### src/rtl/truth_table_sequencer.sv
// Self-test sequencer: sweeps every input vector of a combinational block and checks
// its outputs against a packed truth table. Optional macro TT_STOP_ON_FAIL_EN ends the sweep at the first mismatch.
module truth_table_sequencer #(
  parameter int N_IN       = 4,
  parameter int N_OUT      = 3,
  parameter int SETTLE_CYC = 1,
  parameter logic [(2**N_IN)*N_OUT-1:0] EXPECTED = '0
) (
  input  logic              clk,
  input  logic              rst,
  input  logic              start,
  output logic [N_IN-1:0]   dut_in,
  input  logic [N_OUT-1:0]  dut_out,
  output logic              busy,
  output logic              done,
  output logic              pass,
  output logic [N_IN:0]     err_count,
  output logic [N_IN-1:0]   first_fail_idx,
  output logic [N_OUT-1:0]  first_fail_val
);

  // state  | meaning
  // IDLE   | waiting for start after reset
  // SETTLE | holding dut_in while the datapath settles
  // SAMPLE | comparing dut_out against the table entry for dut_in
  // DONE   | results held until start or rst
  typedef enum logic [1:0] {IDLE, SETTLE, SAMPLE, DONE} state_t;

  localparam int              CW     = (SETTLE_CYC > 1) ? $clog2(SETTLE_CYC) : 1;
  localparam logic [CW-1:0]   RELOAD = CW'(SETTLE_CYC - 1);
  localparam logic [N_IN-1:0] LAST   = '1;

  state_t            state_q, state_d;
  logic [N_IN-1:0]   dut_in_q, dut_in_d;
  logic [CW-1:0]     cnt_q, cnt_d;
  logic              busy_q, busy_d;
  logic              done_q, done_d;
  logic              pass_q, pass_d;
  logic [N_IN:0]     err_q, err_d;
  logic [N_IN-1:0]   ffi_q, ffi_d;
  logic [N_OUT-1:0]  ffv_q, ffv_d;
  logic [N_OUT-1:0]  exp_vec;
  logic              mismatch;

  assign exp_vec  = EXPECTED[int'(dut_in_q)*N_OUT +: N_OUT];
  assign mismatch = (dut_out != exp_vec);

  always_comb begin
    state_d  = state_q;
    dut_in_d = dut_in_q;
    cnt_d    = cnt_q;
    busy_d   = busy_q;
    done_d   = done_q;
    pass_d   = pass_q;
    err_d    = err_q;
    ffi_d    = ffi_q;
    ffv_d    = ffv_q;
    case (state_q)
      IDLE, DONE: begin
        if (start) begin
          state_d  = SETTLE;
          dut_in_d = '0;
          cnt_d    = RELOAD;
          busy_d   = 1'b1;
          done_d   = 1'b0;
          pass_d   = 1'b0;
          err_d    = '0;
          ffi_d    = '0;
          ffv_d    = '0;
        end
      end
      SETTLE: begin
        if (cnt_q == '0) state_d = SAMPLE;
        else             cnt_d   = cnt_q - 1'b1;
      end
      SAMPLE: begin
        if (mismatch) begin
          err_d = err_q + 1'b1;
          if (err_q == '0) begin
            ffi_d = dut_in_q;
            ffv_d = dut_out;
          end
        end
`ifdef TT_STOP_ON_FAIL_EN
        if (mismatch) begin
          state_d = DONE;
          busy_d  = 1'b0;
          done_d  = 1'b1;
          pass_d  = 1'b0;
        end else
`endif
        if (dut_in_q == LAST) begin
          state_d = DONE;
          busy_d  = 1'b0;
          done_d  = 1'b1;
          pass_d  = (err_d == '0);
        end else begin
          state_d  = SETTLE;
          dut_in_d = dut_in_q + 1'b1;
          cnt_d    = RELOAD;
        end
      end
      default: state_d = IDLE;
    endcase
  end

  always_ff @(posedge clk) begin
    if (rst) begin
      state_q  <= IDLE;
      dut_in_q <= '0;
      cnt_q    <= '0;
      busy_q   <= 1'b0;
      done_q   <= 1'b0;
      pass_q   <= 1'b0;
      err_q    <= '0;
      ffi_q    <= '0;
      ffv_q    <= '0;
    end else begin
      state_q  <= state_d;
      dut_in_q <= dut_in_d;
      cnt_q    <= cnt_d;
      busy_q   <= busy_d;
      done_q   <= done_d;
      pass_q   <= pass_d;
      err_q    <= err_d;
      ffi_q    <= ffi_d;
      ffv_q    <= ffv_d;
    end
  end

  assign dut_in         = dut_in_q;
  assign busy           = busy_q;
  assign done           = done_q;
  assign pass           = pass_q;
  assign err_count      = err_q;
  assign first_fail_idx = ffi_q;
  assign first_fail_val = ffv_q;

endmodule

### config.mk
export PLATFORM = sky130hd
export DESIGN_NAME = truth_table_sequencer
export DESIGN_NICKNAME = d
export VERILOG_FILES = /design/src/rtl/truth_table_sequencer.sv
export SDC_FILE = /design/constraint.sdc
export NUM_CORES = 1
export LEC_CHECK = 0
export CORE_ASPECT_RATIO = 1.4
export CORE_UTILIZATION = 48
export DETAILED_ROUTE_END_ITERATION = 10
export GPL_TIMING_DRIVEN = 1
export PLACE_DENSITY = 0.76
export SYNTH_ARGS = -nofsm -noshare
export SYNTH_HDL_FRONTEND = slang
export SYNTH_SLANG_ARGS = --single-unit
### constraint.sdc
create_clock -name clk -period 2.3 [get_ports clk]
set_input_delay 0.69 -clock clk [delete_from_list [all_inputs] [get_ports clk]]
set_output_delay 0.69 -clock clk [all_outputs]
set_load 0.005 [all_outputs]
After elaboration in Yosys (flattened, before gate mapping)
Cells that the tools add are included.
{"block": "word_totals", "regBits": 22, "in_bits": 6, "wordCells": 65}
{"block": "classes", "add_sub_neg": 3, "multipliers": 1, "n_eq_ne": 11, "n_shift": 1, "muxes": 29, "n_reduce_logical": 11}
{"op": "indexed part select 48 x 7 -> 3 bit (first input constant)", "count": 1}
{"op": "two-way mux 4 bit", "count": 4}
{"op": "one-hot mux 4 bit (2 select lines)", "count": 2}
{"op": "two-way mux 5 bit", "count": 3}
{"op": "inequality test 2 bit (second input constant)", "count": 6}
{"op": "logical NOT 5 bit", "count": 2}
{"op": "one-hot mux 5 bit (2 select lines)", "count": 1}
{"op": "two-way mux 3 bit", "count": 3}
{"op": "two-way mux 1 bit", "count": 7}
{"op": "multiplier 4 x 2 -> 6 bit (second input constant)", "count": 1}
{"op": "two-way mux 2 bit", "count": 3}
{"op": "one-hot mux 1 bit (2 select lines)", "count": 3}
{"op": "one-hot mux 2 bit (3 select lines)", "count": 1}
{"op": "one-hot mux 3 bit (2 select lines)", "count": 1}
{"op": "AND reduction 2 bit", "count": 3}
{"op": "AND reduction 3 bit", "count": 2}
{"op": "adder 5 x 1 -> 5 bit (second input constant)", "count": 1}
{"op": "adder 4 x 1 -> 4 bit (second input constant)", "count": 1}
{"op": "equality test 2 bit (second input constant)", "count": 2}
{"op": "equality test 4 bit (second input constant)", "count": 1}
{"op": "AND reduction 4 bit", "count": 1}
{"op": "inequality test 3 bit", "count": 1}
{"op": "one-hot mux 1 bit (3 select lines)", "count": 1}
{"op": "equality test 2 x 1 -> 1 bit (second input constant)", "count": 1}
{"op": "4 further kinds", "count": 4}

Longest topological paths before layout
{"block": "depth", "depth_word": 8, "depth_mapped": 8}

Worst setup path after synthesis
OpenSTA, ideal clock, no wires.
{"block": "synth_path", "kind": "register -> register", "from": "reg state_q[0]", "to": "reg pass_q (netlist: pass)", "setup_time_ns": 0.096, "t_arrival_ns": 1.682, "required_time_ns": 2.204, "slack_ns": 0.522, "stages_incl_launch_ff": 8, "path_buffers": 1, "cell_sequence": "dfxtp_1 > inv_1 > ha_1 > buf_2 > mux2i_2 > a21oi_1 > or3b_2 > o41ai_2"}
{"block": "synth_between", "elab_chain_len": 4, "elab_cells_between_ends": 9, "cone_classes": "eq/ne: 4; mux: 1; reduce/logical: 4"}
{"item": "from (decl)", "line": "33", "source": "state_t state_q, state_d;"}
{"item": "from (signal assigned)", "line": "119", "source": "state_q <= state_d;"}
{"item": "equality test 2 bit / logical NOT 2 bit (equally long branches)", "line": "58", "source": "case (state_q)"}
{"item": "OR reduction 2 bit", "line": "58"}
{"item": "inequality test 2 bit (no source line) / nonzero test 2 bit (equally long branches)"}
{"item": "AND reduction 3 bit (no source line)"}
{"item": "to (signal assigned)", "line": "124", "source": "pass_q <= pass_d;"}
{"item": "to (decl)", "line": "38", "source": "logic pass_q, pass_d;"}
Parallel ways exist; a longest one is shown, timed or not.
A chain may end at the register's enable or synchronous reset.

Worst setup path in the final report
{"block": "layout_path", "from": "reg err_q[3] (netlist: err_count[3])", "to": "out err_count[3]"}
{"item": "from (decl)", "line": "39", "source": "logic [N_IN:0] err_q, err_d;"}
{"item": "from (signal assigned)", "line": "125", "source": "err_q <= err_d;"}
{"item": "to (decl)", "line": "17", "source": "output logic [N_IN:0] err_count,"}
No word-level cell between the ends.

==> flow_summary.json <==
{
  "postRouteAntennaNets": 0,
  "firstDrtPassIters": 4,
  "rsz0062_at_grt": "false",
  "drt-initial-drc-count": 40,
  "fill_cells": 215,
  "worstMarginPinSlew_ns": 0.481,
  "cpMaxStageDelayCell": "clkdlybuf4s50_1",
  "synthCells": 140,
  "crit_required_ns": 1.61,
  "crit_start": "err_count[3]",
  "grt-ovfl-total": 0,
  "rows": 21,
  "synth_nets": 152,
  "num_vias": 1174,
  "drc": 0,
  "synthAdderAreaFrac_pct": 6.22,
  "syn2layout_area_growth_pct": 26.2,
  "finalMaxSlewViolations": 0,
  "dieArea_um2": 2720,
  "crit_buf_inv": 1,
  "ys_seq_elements": 21,
  "critPathMaxFanout": 8,
  "root_buffer": "clkbuf_4",
  "wl_mm": 2.95,
  "die-width_um": 44.4,
  "yosysUniqueCellTypes": 44,
  "route.detailed.vias_per_inst": 5.81,
  "rr_startpoint": "state_q[0]",
  "place_congestion": 0.886,
  "cts_sinks": 21,
  "r2r_slack_ns": 0.48,
  "clk_path_buf_depth": 2,
  "cp.arrival_ns": 1.45,
  "multi_input_area_um2": 711,
  "cts_max_level": 1,
  "synth_edf_count": 0,
  "io_pins": 25,
  "cp-end-kind": "output pin",
  "async_flop_share_pct": 0,
  "synth_top_family_by_area": "compound AO/OA/AOI/OAI gates",
  "synth.avg_cell_area_um2": 8.62,
  "grt_max_degree": 18,
  "dp_hpwl_mm": 2.19,
  "initial_utilization_pct": 50.4,
  "die_h_um": 61.3,
  "fin_tns_setup_ns": 0,
  "clock_latency_ns": 0.32,
  "path_cells": "clkdlybuf4s50_1",
  "ys_seq_area_share_pct": 34.9,
  "drt-wirelength-per-cell_um": 14.6,
  "cts_setup_buffers": 0,
  "antenna_found_initial": 0,
  "cts_tree": "built",
  "muxShareOfSynthArea_pct": 1.97,
  "slowest_delay_ns": 0.57,
  "cap_violations": 0,
  "p_leak_uw": 0.000537,
  "grt_use_total_pct": 24.3,
  "peakVddDrop_mv": 0.605,
  "synth_compound_area_share_pct": 24.9,
  "final_util_pct": 63.7,
  "hp-start": "first_fail_idx[2]",
  "setup_viol": 0,
  "fin_nets": 181,
  "period_needed_ns": 2.14,
  "hold_viol_final": 0,
  "worstSetupPathType": "register to output pin",
  "cts_resized": 0,
  "io_buffers": 24,
  "synth_warnings": 0,
  "hp-class": "register to register",
  "grt_pass1_vias": 1057,
  "synth_xor_xnor_area_share_pct": 1.45,
  "final-seq-area_um2": 420,
  "drive_gt1_share_pct": 14.3,
  "cts.clk_slew.worst_paths_ns": 0.12,
  "core_um2": 2390,
  "fmax_ghz": 0.468,
  "relSlewSlack_pct": 67.7,
  "power.density_nw_per_um2": 769,
  "yosys_most_used_dff": "dfxtp_1",
  "cp_top_family": "buffers and inverters",
  "grt_pass1_wl_mm": 4.83,
  "status": "finished, final reports clean",
  "cts_hold_buffers": 0,
  "start_kind": "register",
  "synth-simple-area-share_pct": 24.4,
  "period_share_pct": 92.9,
  "numCtsBuffers": 3,
  "skew_ns": 0.00507,
  "n_antenna_cell": 0,
  "netlist_area_um2": 1210
}
[worst paths after layout]
path | end | cells after the start
hold / removal | first_fail_idx[2] | 2
setup / recovery | err_count[3] | 1
hold reg to reg | first_fail_idx[2] | 2
setup reg to reg | pass | 6
[per-layer routing]
layer	vias up	global-route usage (%)	wire [um]
met2	40	40.8	1510
met4	0	15.2	91
li1	579	-	-
met5	-	0	0
met1	548	30.0	1210
met3	7	2.05	140
[registers in the layout, summed over array words and instances (netlist names)]
| signal | count |
|---|---|
| state_q | 2 |
| done | 1 |
| first_fail_idx | 4 |
| first_fail_val | 3 |
| busy | 1 |
| dut_in | 4 |
| pass | 1 |
| err_count | 5 |
[worst reg2reg max path, stage by stage (launching register included)]
cell and delay [ns]:
dfxtp_1 0.41, inv_1 0.06, ha_1 0.43, mux2i_2 0.26, a21oi_1 0.05, or3b_2 0.46, o41ai_2 0.06
[cell type report]
type / count / share of cell area, %
clock buffer: 4 / 1.73
inverter: 6 / 1.48
sequential: 21 / 27.6
tap: 34 / 2.79
multi-input combinational: 105 / 46.7
timing repair buffer: 32 / 19.7
[cell usage in the layout (no fill, tap or decap), types with 2 or more instances in the layout]
cell	netlist	routed
clkdlybuf4s50_1	0	24
dfxtp_1	21	21
a21oi_1	19	19
o21ai_0	12	12
nor2_1	10	10
buf_4	2	8
inv_1	6	6
nand2_1	6	6
ha_1	6	6
nand3_1	5	5
nand4_1	5	5
nor3_1	4	4
or3_1	4	4
clkbuf_4	0	3
nand2b_1	2	2
and3_1	2	2
o31ai_1	2	2
a41oi_1	2	2
a211oi_1	2	2
a31o_2	2	2
[power by group]
part	total (uW)	switching, uW	internal [uW]
sequential	432	34.7	398
combinational	555	331	224
clock	184	116	68.0
[through the flow]
stage          instances  worst slack (ns)  power (uW)  cell area, um2  hold slack (ns)
2_1_floorplan        140             0.522         848            1210            0.466
3_3_place_gp         198            0.0896         971            1500            0.459
3_5_place_dp         198            0.0260         985            1500            0.462
4_1_cts              202             0.164        1170            1520            0.477
5_1_grt              202             0.108        1260            1520            0.499
6_report             202             0.163        1170            1520            0.480
[cell usage after synthesis, types with 2 or more instances]
library cell | n | area, um2
a211oi_1 | 2 | 15.0
a21oi_1 | 19 | 95.1
a31o_2 | 2 | 17.5
a41oi_1 | 2 | 17.5
and3_1 | 2 | 12.5
buf_2 | 2 | 10.0
buf_4 | 2 | 15.0
clkbuf_1 | 2 | 7.51
dfxtp_1 | 21 | 420
ha_1 | 6 | 75.1
inv_1 | 6 | 22.5
nand2_1 | 6 | 22.5
nand2b_1 | 2 | 12.5
nand3_1 | 5 | 25.0
nand4_1 | 5 | 31.3
nor2_1 | 10 | 37.5
nor3_1 | 4 | 20.0
o21ai_0 | 12 | 60.1
o31ai_1 | 2 | 15.0
or3_1 | 4 | 25.0
[logic make-up after synthesis]
group	after synthesis
mux	2
flops	21
xor+xnor	2
buf+inv	14
fa+ha+maj	6
simple gates	48
compound gates	47
Note: power is estimated with default switching activity, not from simulation.
